<file path="src/rtl/npm_toggle_cal_seq_if.sv">
// npm_toggle_cal_seq_if: PM-side CAL trigger/byte stream and NAND pin bundle for the CAL sequencer
interface npm_toggle_cal_seq_if #(parameter int NumberOfWays = 4);
  logic [7:0]              iPCommand;
  logic [NumberOfWays-1:0] iTargetWay;
  logic [15:0]             iNumOfData;
  logic                    iCASelect;
  logic [7:0]              iCAData;
  logic                    oReady;
  logic                    oLastStep;
  logic                    oOverflow;
  logic [NumberOfWays-1:0] oCE_n;
  logic                    oCLE;
  logic                    oALE;
  logic                    oWE_n;
  logic [7:0]              oDQ;
  logic                    oDQOutEn;
  modport master (
    output iPCommand, iTargetWay, iNumOfData, iCASelect, iCAData,
    input  oReady, oLastStep, oOverflow, oCE_n, oCLE, oALE, oWE_n, oDQ, oDQOutEn
  );
  modport slave (
    input  iPCommand, iTargetWay, iNumOfData, iCASelect, iCAData,
    output oReady, oLastStep, oOverflow, oCE_n, oCLE, oALE, oWE_n, oDQ, oDQOutEn
  );
endinterface

</file>
<file path="src/rtl/npm_toggle_cal_seq.sv">
// npm_toggle_cal_seq: buffers up to 8 command/address bytes after a CAL trigger, then strobes them out on WE_n
module npm_toggle_cal_seq #(parameter int NumberOfWays = 4) (
  input logic                iSystemClock,
  input logic                iReset,
  npm_toggle_cal_seq_if.slave bus
);
  typedef enum logic [2:0] {S_IDLE, S_CAPTURE, S_ISSUE_LOW, S_ISSUE_HIGH, S_TAIL, S_DONE} state_t;
  state_t                  r_state, w_next;
  logic [NumberOfWays-1:0] r_way;
  logic [15:0]             r_cap_left;
  logic [3:0]              r_wr_ptr;
  logic [2:0]              r_rd_ptr;
  logic [2:0]              r_last;
  logic                    r_overflow;
  logic [8:0]              r_buf [8];
  logic                    w_trigger, w_issue, w_unused;
  logic [8:0]              w_byte;
  assign w_trigger = (r_state == S_IDLE) && bus.iPCommand[3];
  assign w_issue   = (r_state == S_ISSUE_LOW) || (r_state == S_ISSUE_HIGH);
  assign w_byte    = r_buf[r_rd_ptr];
  assign w_unused  = ^{bus.iPCommand[7:4], bus.iPCommand[2:0]};
  always_comb begin
    w_next = r_state;
    case (r_state)
      S_IDLE:       w_next = w_trigger ? S_CAPTURE : S_IDLE;
      S_CAPTURE:    w_next = (r_cap_left == 16'd0) ? S_ISSUE_LOW : S_CAPTURE;
      S_ISSUE_LOW:  w_next = S_ISSUE_HIGH;
      S_ISSUE_HIGH: w_next = (r_rd_ptr == r_last) ? S_TAIL : S_ISSUE_LOW;
      S_TAIL:       w_next = S_DONE;
      default:      w_next = S_IDLE;
    endcase
  end
  always_ff @(posedge iSystemClock) begin
    if (iReset) begin
      r_state    <= S_IDLE;
      r_way      <= '0;
      r_cap_left <= '0;
      r_wr_ptr   <= '0;
      r_rd_ptr   <= '0;
      r_last     <= '0;
      r_overflow <= 1'b0;
    end else begin
      r_state <= w_next;
      if (w_trigger) begin
        r_way      <= bus.iTargetWay;
        r_cap_left <= bus.iNumOfData;
        r_wr_ptr   <= '0;
        r_rd_ptr   <= '0;
        r_last     <= (bus.iNumOfData > 16'd7) ? 3'd7 : bus.iNumOfData[2:0];
        r_overflow <= bus.iNumOfData > 16'd7;
      end
      // capture keeps running for the full requested count; the pointer just parks at 8
      if (r_state == S_CAPTURE) begin
        r_cap_left <= r_cap_left - 16'd1;
        if (!r_wr_ptr[3]) r_wr_ptr <= r_wr_ptr + 4'd1;
      end
      if (r_state == S_ISSUE_HIGH && r_rd_ptr != r_last) r_rd_ptr <= r_rd_ptr + 3'd1;
    end
  end
  always_ff @(posedge iSystemClock)
    if (r_state == S_CAPTURE && !r_wr_ptr[3]) r_buf[r_wr_ptr[2:0]] <= {bus.iCASelect, bus.iCAData};
  assign bus.oReady    = r_state == S_IDLE;
  assign bus.oLastStep = r_state == S_DONE;
  assign bus.oOverflow = r_overflow;
  assign bus.oCE_n     = (w_issue || r_state == S_TAIL) ? ~r_way : '1;
  assign bus.oCLE      = w_issue && !w_byte[8];
  assign bus.oALE      = w_issue && w_byte[8];
  assign bus.oWE_n     = r_state != S_ISSUE_LOW;
  assign bus.oDQ       = w_issue ? w_byte[7:0] : 8'h00;
  assign bus.oDQOutEn  = w_issue;
endmodule

</file>
<file path="src/flat_wrapper.sv">
// flat-port wrapper written by rule: the top's interface ports become plain ports
module npm_toggle_cal_seq_flat 
#(parameter int NumberOfWays = 4)
  (iSystemClock, iReset, bus_iPCommand, bus_iTargetWay, bus_iNumOfData, bus_iCASelect, bus_iCAData, bus_oReady, bus_oLastStep, bus_oOverflow, bus_oCE_n, bus_oCLE, bus_oALE, bus_oWE_n, bus_oDQ, bus_oDQOutEn);
  npm_toggle_cal_seq_if #(.NumberOfWays(NumberOfWays)) bus_i ();
  input logic iSystemClock;
  input logic iReset;
  input wire logic [$bits(bus_i.iPCommand)-1:0] bus_iPCommand;
  input wire logic [$bits(bus_i.iTargetWay)-1:0] bus_iTargetWay;
  input wire logic [$bits(bus_i.iNumOfData)-1:0] bus_iNumOfData;
  input wire logic [$bits(bus_i.iCASelect)-1:0] bus_iCASelect;
  input wire logic [$bits(bus_i.iCAData)-1:0] bus_iCAData;
  output wire logic [$bits(bus_i.oReady)-1:0] bus_oReady;
  output wire logic [$bits(bus_i.oLastStep)-1:0] bus_oLastStep;
  output wire logic [$bits(bus_i.oOverflow)-1:0] bus_oOverflow;
  output wire logic [$bits(bus_i.oCE_n)-1:0] bus_oCE_n;
  output wire logic [$bits(bus_i.oCLE)-1:0] bus_oCLE;
  output wire logic [$bits(bus_i.oALE)-1:0] bus_oALE;
  output wire logic [$bits(bus_i.oWE_n)-1:0] bus_oWE_n;
  output wire logic [$bits(bus_i.oDQ)-1:0] bus_oDQ;
  output wire logic [$bits(bus_i.oDQOutEn)-1:0] bus_oDQOutEn;
  assign bus_i.iPCommand = bus_iPCommand;
  assign bus_i.iTargetWay = bus_iTargetWay;
  assign bus_i.iNumOfData = bus_iNumOfData;
  assign bus_i.iCASelect = bus_iCASelect;
  assign bus_i.iCAData = bus_iCAData;
  assign bus_oReady = bus_i.oReady;
  assign bus_oLastStep = bus_i.oLastStep;
  assign bus_oOverflow = bus_i.oOverflow;
  assign bus_oCE_n = bus_i.oCE_n;
  assign bus_oCLE = bus_i.oCLE;
  assign bus_oALE = bus_i.oALE;
  assign bus_oWE_n = bus_i.oWE_n;
  assign bus_oDQ = bus_i.oDQ;
  assign bus_oDQOutEn = bus_i.oDQOutEn;
  npm_toggle_cal_seq #(.NumberOfWays(NumberOfWays)) u_core (.iSystemClock(iSystemClock), .iReset(iReset), .bus(bus_i));
endmodule
</file>
<file path="config.mk">
export PLATFORM = sky130hd
export DESIGN_NAME = npm_toggle_cal_seq_flat
export DESIGN_NICKNAME = d
export VERILOG_FILES = /design/src/rtl/npm_toggle_cal_seq_if.sv /design/src/rtl/npm_toggle_cal_seq.sv /design/src/flat_wrapper.sv
export SDC_FILE = /design/constraint.sdc
export NUM_CORES = 1
export LEC_CHECK = 0
export ABC_AREA = 1
export CORE_MARGIN = 2
export CORE_UTILIZATION = 40
export DETAILED_ROUTE_END_ITERATION = 12
export PLACE_DENSITY = 0.58
export REMOVE_ABC_BUFFERS = 1
export SLEW_MARGIN = 20
export SYNTH_ARGS = -nofsm -noshare
export SYNTH_HDL_FRONTEND = slang
export SYNTH_SLANG_ARGS = --single-unit
</file>
<file path="constraint.sdc">
create_clock -name iSystemClock -period 2.7 [get_ports iSystemClock]
set_input_delay 0.81 -clock iSystemClock [delete_from_list [all_inputs] [get_ports iSystemClock]]
set_output_delay 0.81 -clock iSystemClock [all_outputs]
set_load 0.03 [all_outputs]
</file>
==> results of run 1 <==
-- cell usage after synthesis, drive strengths merged --
cell	instances
nor3	6
nor4	2
nand3	23
a21oi	27
nand3b	1
a21boi	1
o21bai	2
o32ai	8
nand2	85
a31oi	3
inv	42
o211a	1
dfxtp	37
a211oi	3
ha	4
o22ai	2
xor2	3
edfxtp	72
or2	3
clkbuf	4
xnor2	3
nor2	116
nand4	2
buf	16
o21ai	61
-- flip-flops by register name (all words and copies together), names as in the netlist, named ones only --
signal and cells:
u_core.bus.oOverflow 1, u_core.r_buf 72, u_core.r_cap_left 16, u_core.r_last 3
u_core.r_rd_ptr 3, u_core.r_state 3, u_core.r_way 4, u_core.r_wr_ptr 4
-- worst max-delay path, cell delays in order, from the launching register on --
cell,delay [ps]
dfxtp_1,320
inv_2,110
nand2_1,90
inv_2,90
buf_4,150
clkdlybuf4s50_1,670
-- path summary, 6_finish.rpt --
kind                     startpoint            endpoint  slack [ps]  cells after the start
hold reg to reg     u_core.r_way[3]     u_core.r_way[3]         460                      2
setup / recovery  u_core.r_state[2]        bus_oDQOutEn         110                      5
setup reg to reg  u_core.r_state[0]  u_core.r_buf[3][6]         690                      9
hold / removal      u_core.r_way[3]     u_core.r_way[3]         460                      2
-- power by group through the flow --
stage | logic, W | registers (W) | clock network (W)
after global placement | 0.000556 | 0.00194 | 0
final | 0.000563 | 0.00190 | 0.00125
after floorplan | 0.000367 | 0.00193 | 0
after CTS | 0.000567 | 0.00190 | 0.00129
after global routing | 0.000640 | 0.00191 | 0.00136
after detailed placement | 0.000565 | 0.00194 | 0
-- cell type report --
type,count,area [µm²]
Inverter,42,165
Fill cell,1140,6050
Tap cell,147,184
Timing Repair Buffer,72,686
Clock inverter,6,46.3
Multi-Input combinational cell,356,1730
Sequential cell,109,2910
Clock buffer,10,239
-- layer usage --
| layer | share of wire (%) | track usage, % | vias to the layer above |
|---|---|---|---|
| met5 | 0 | 0 | - |
| met4 | 2.5 | 7.79 | 0 |
| met3 | 5.3 | 3.16 | 20 |
| met2 | 48 | 28.9 | 108 |
| met1 | 44 | 23.3 | 1717 |
| li1 | - | - | 1910 |
-- through the flow --
stage	setup WS [ps]	total power, W
final	108	0.00372
after detailed placement	135	0.00250
after CTS	10.1	0.00375
after global placement	141	0.00249
after global routing	10.8	0.00391
after floorplan	-86.0	0.00230
-- timing repair --
action | in CTS | in global routing
cloned | 0 | 1
pin swaps | 0 | 1
endpoints found under the setup margin | 15 | 10
gates resized for setup | 9 | 9
-- cell families (layout without fill, tap and decap cells) --
family	after synthesis	after routing	share of synthesized area (%)
adders and majority gates	4	4	1.01
xor gates and xnor gates	6	6	1.07
DFF	109	109	58.9
buffers and inverters	62	130	6.01
AOI/OAI and AO/OA	108	108	12.3
and+or+nand+nor	238	238	20.7
==> impl_metrics.env, run 1 <==
export IMPL_grt_setup_unrepaired="false"
export IMPL_floorplan_initialDensity_pct=41.1
export IMPL_clkPwrFrac_pct=33.8
export IMPL_port_buffer_count=50
export IMPL_fin_worst_hold_slack_ps=463
export IMPL_post_synth_inst_count=527
export IMPL_io_pin_count=58
export IMPL_most_common_layout_cells="107 x nor2_1, 83 x nand2_1, 72 x edfxtp_1"
export IMPL_antenna_violating_nets_post_route=0
export IMPL_worst_skew_pair_later_pin_latency_ps=350
export IMPL_grt_pass1_vias=3509
export IMPL_avgViaCountPerCell=5.06
export IMPL_routabilityCongestion=0.800
export IMPL_timing_clock_skew_ps=8.54
export IMPL_drcViolationCount=0
export IMPL_cts_hold_repair_buffers=0
export IMPL_main_area_contributors_after_synthesis="edfxtp_1 44%, dfxtp_1 15%, nor2_1 8.1%, nand2_1 6.3%, o21ai_0 5.7%"
export IMPL_layout_commonest_cell="nor2_1"
export IMPL_fin_nets=633
export IMPL_p_r_area_growth_vs_syn_pct=20.9
export IMPL_worst_path_max_fanout=5
export IMPL_iteration_0_drc_count_of_the_detailed_router=260
export IMPL_timing_worst_slew_pin_value_ps=562
export IMPL_worst_slew_margin_relative_to_its_limit_pct=62.5
export IMPL_cts_buffers=9
export IMPL_detail_route_first_pass_iterations=5
export IMPL_timing_max_transition_violations_final=0
export IMPL_synth_seq_cells=109
export IMPL_clockRootBuffer="clkbuf_16"
export IMPL_grt_overflow_total=0
export IMPL_grt_pass1_wl_mm=17.8
export IMPL_cts_max_path_buffers=2
export IMPL_placed_instance_area_um2=5620
export IMPL_wl_per_cell_um=15.1
export IMPL_post_cts_setup_buffer_count=0
export IMPL_maximum_number_of_pins_on_one_net_before_global_route_repair=31
export IMPL_fp_dieArea_um2=13200
export IMPL_cellLeakagePower_nw=2.27
export IMPL_sw_frac_of_total_pct=27.0
export IMPL_worstSetupPathType="reg2out"
export IMPL_drive_gt1_share_pct=12.6
export IMPL_critical_path_arrival_ps=1780
export IMPL_layout_cell_area_non_filler_um2=5960
export IMPL_maxCapViolations=0
export IMPL_fp_coreArea_um2=12000
export IMPL_share_comb_of_total_power_pct=15.2
export IMPL_syn_avg_cell_area_um2=9.36
export IMPL_routed_via_count=3755
export IMPL_final_min_clock_period_ps=2590
export IMPL_power_switching_w=0.00100
export IMPL_setup_worst_path_end_class="output pin"
export IMPL_netlist_cell_type_count=39
export IMPL_clock_sinks=109
export IMPL_synthDominantAreaCellType="edfxtp_1"
export IMPL_ys_seq_area_share_pct=58.9
export IMPL_timing_critical_path_from_type="flop"
export IMPL_power_sequential_fraction_pct=51.1
export IMPL_setup_viol=0
export IMPL_cp_required_ps=1890
export IMPL_synth_largest_type_area_fraction_pct=43.8
export IMPL_status="finished, final reports clean"
export IMPL_num_antenna_cells=0
export IMPL_syn_cell_area_um2=4930
export IMPL_rows=40
export IMPL_grt_util_all_layers_pct=17.7
export IMPL_cts_clk_slew_worst_paths_ps=60
export IMPL_placed_cells=725
export IMPL_power_report_internal_total_w=0.00272
export IMPL_fin_setup_tns_ps=0
export IMPL_power_per_cell_area_nw_per_um2=624
export IMPL_timing_fmax_mhz=386
export IMPL_finish_cell_count_without_fillers=742
export IMPL_ctsHtreeMaxLevel=3
export IMPL_horiz_die_dim_um=115
export IMPL_synth_warning_count=0
export IMPL_totalWireLength_mm=11.2
export IMPL_tritoncts_clock_tree="built"
export IMPL_detailedPlacementHpwl_mm=7.58
export IMPL_timing_final_hold_violations=0
export IMPL_vdd_ir_drop_worst_v=0.000260
export IMPL_fin_crit_sh_pct=96.0
export IMPL_antenna_violations_before_repair=0
export IMPL_final_core_utilization_pct=49.6
export IMPL_die_h_um=115
export IMPL_min_path_type="reg2reg"
Note: power is estimated with default switching activity, not from simulation.
==> run 2: changes to the inputs <==
--- a/config.mk
+++ b/config.mk
@@ -8,6 +8,7 @@
 export ABC_AREA = 1
 export CORE_MARGIN = 2
 export CORE_UTILIZATION = 40
+export CTS_CLUSTER_DIAMETER = 150
 export DETAILED_ROUTE_END_ITERATION = 12
 export PLACE_DENSITY = 0.58
 export REMOVE_ABC_BUFFERS = 1
==> results of run 2 <==
Final layout, timing and power as in run 1 (identical DEF).
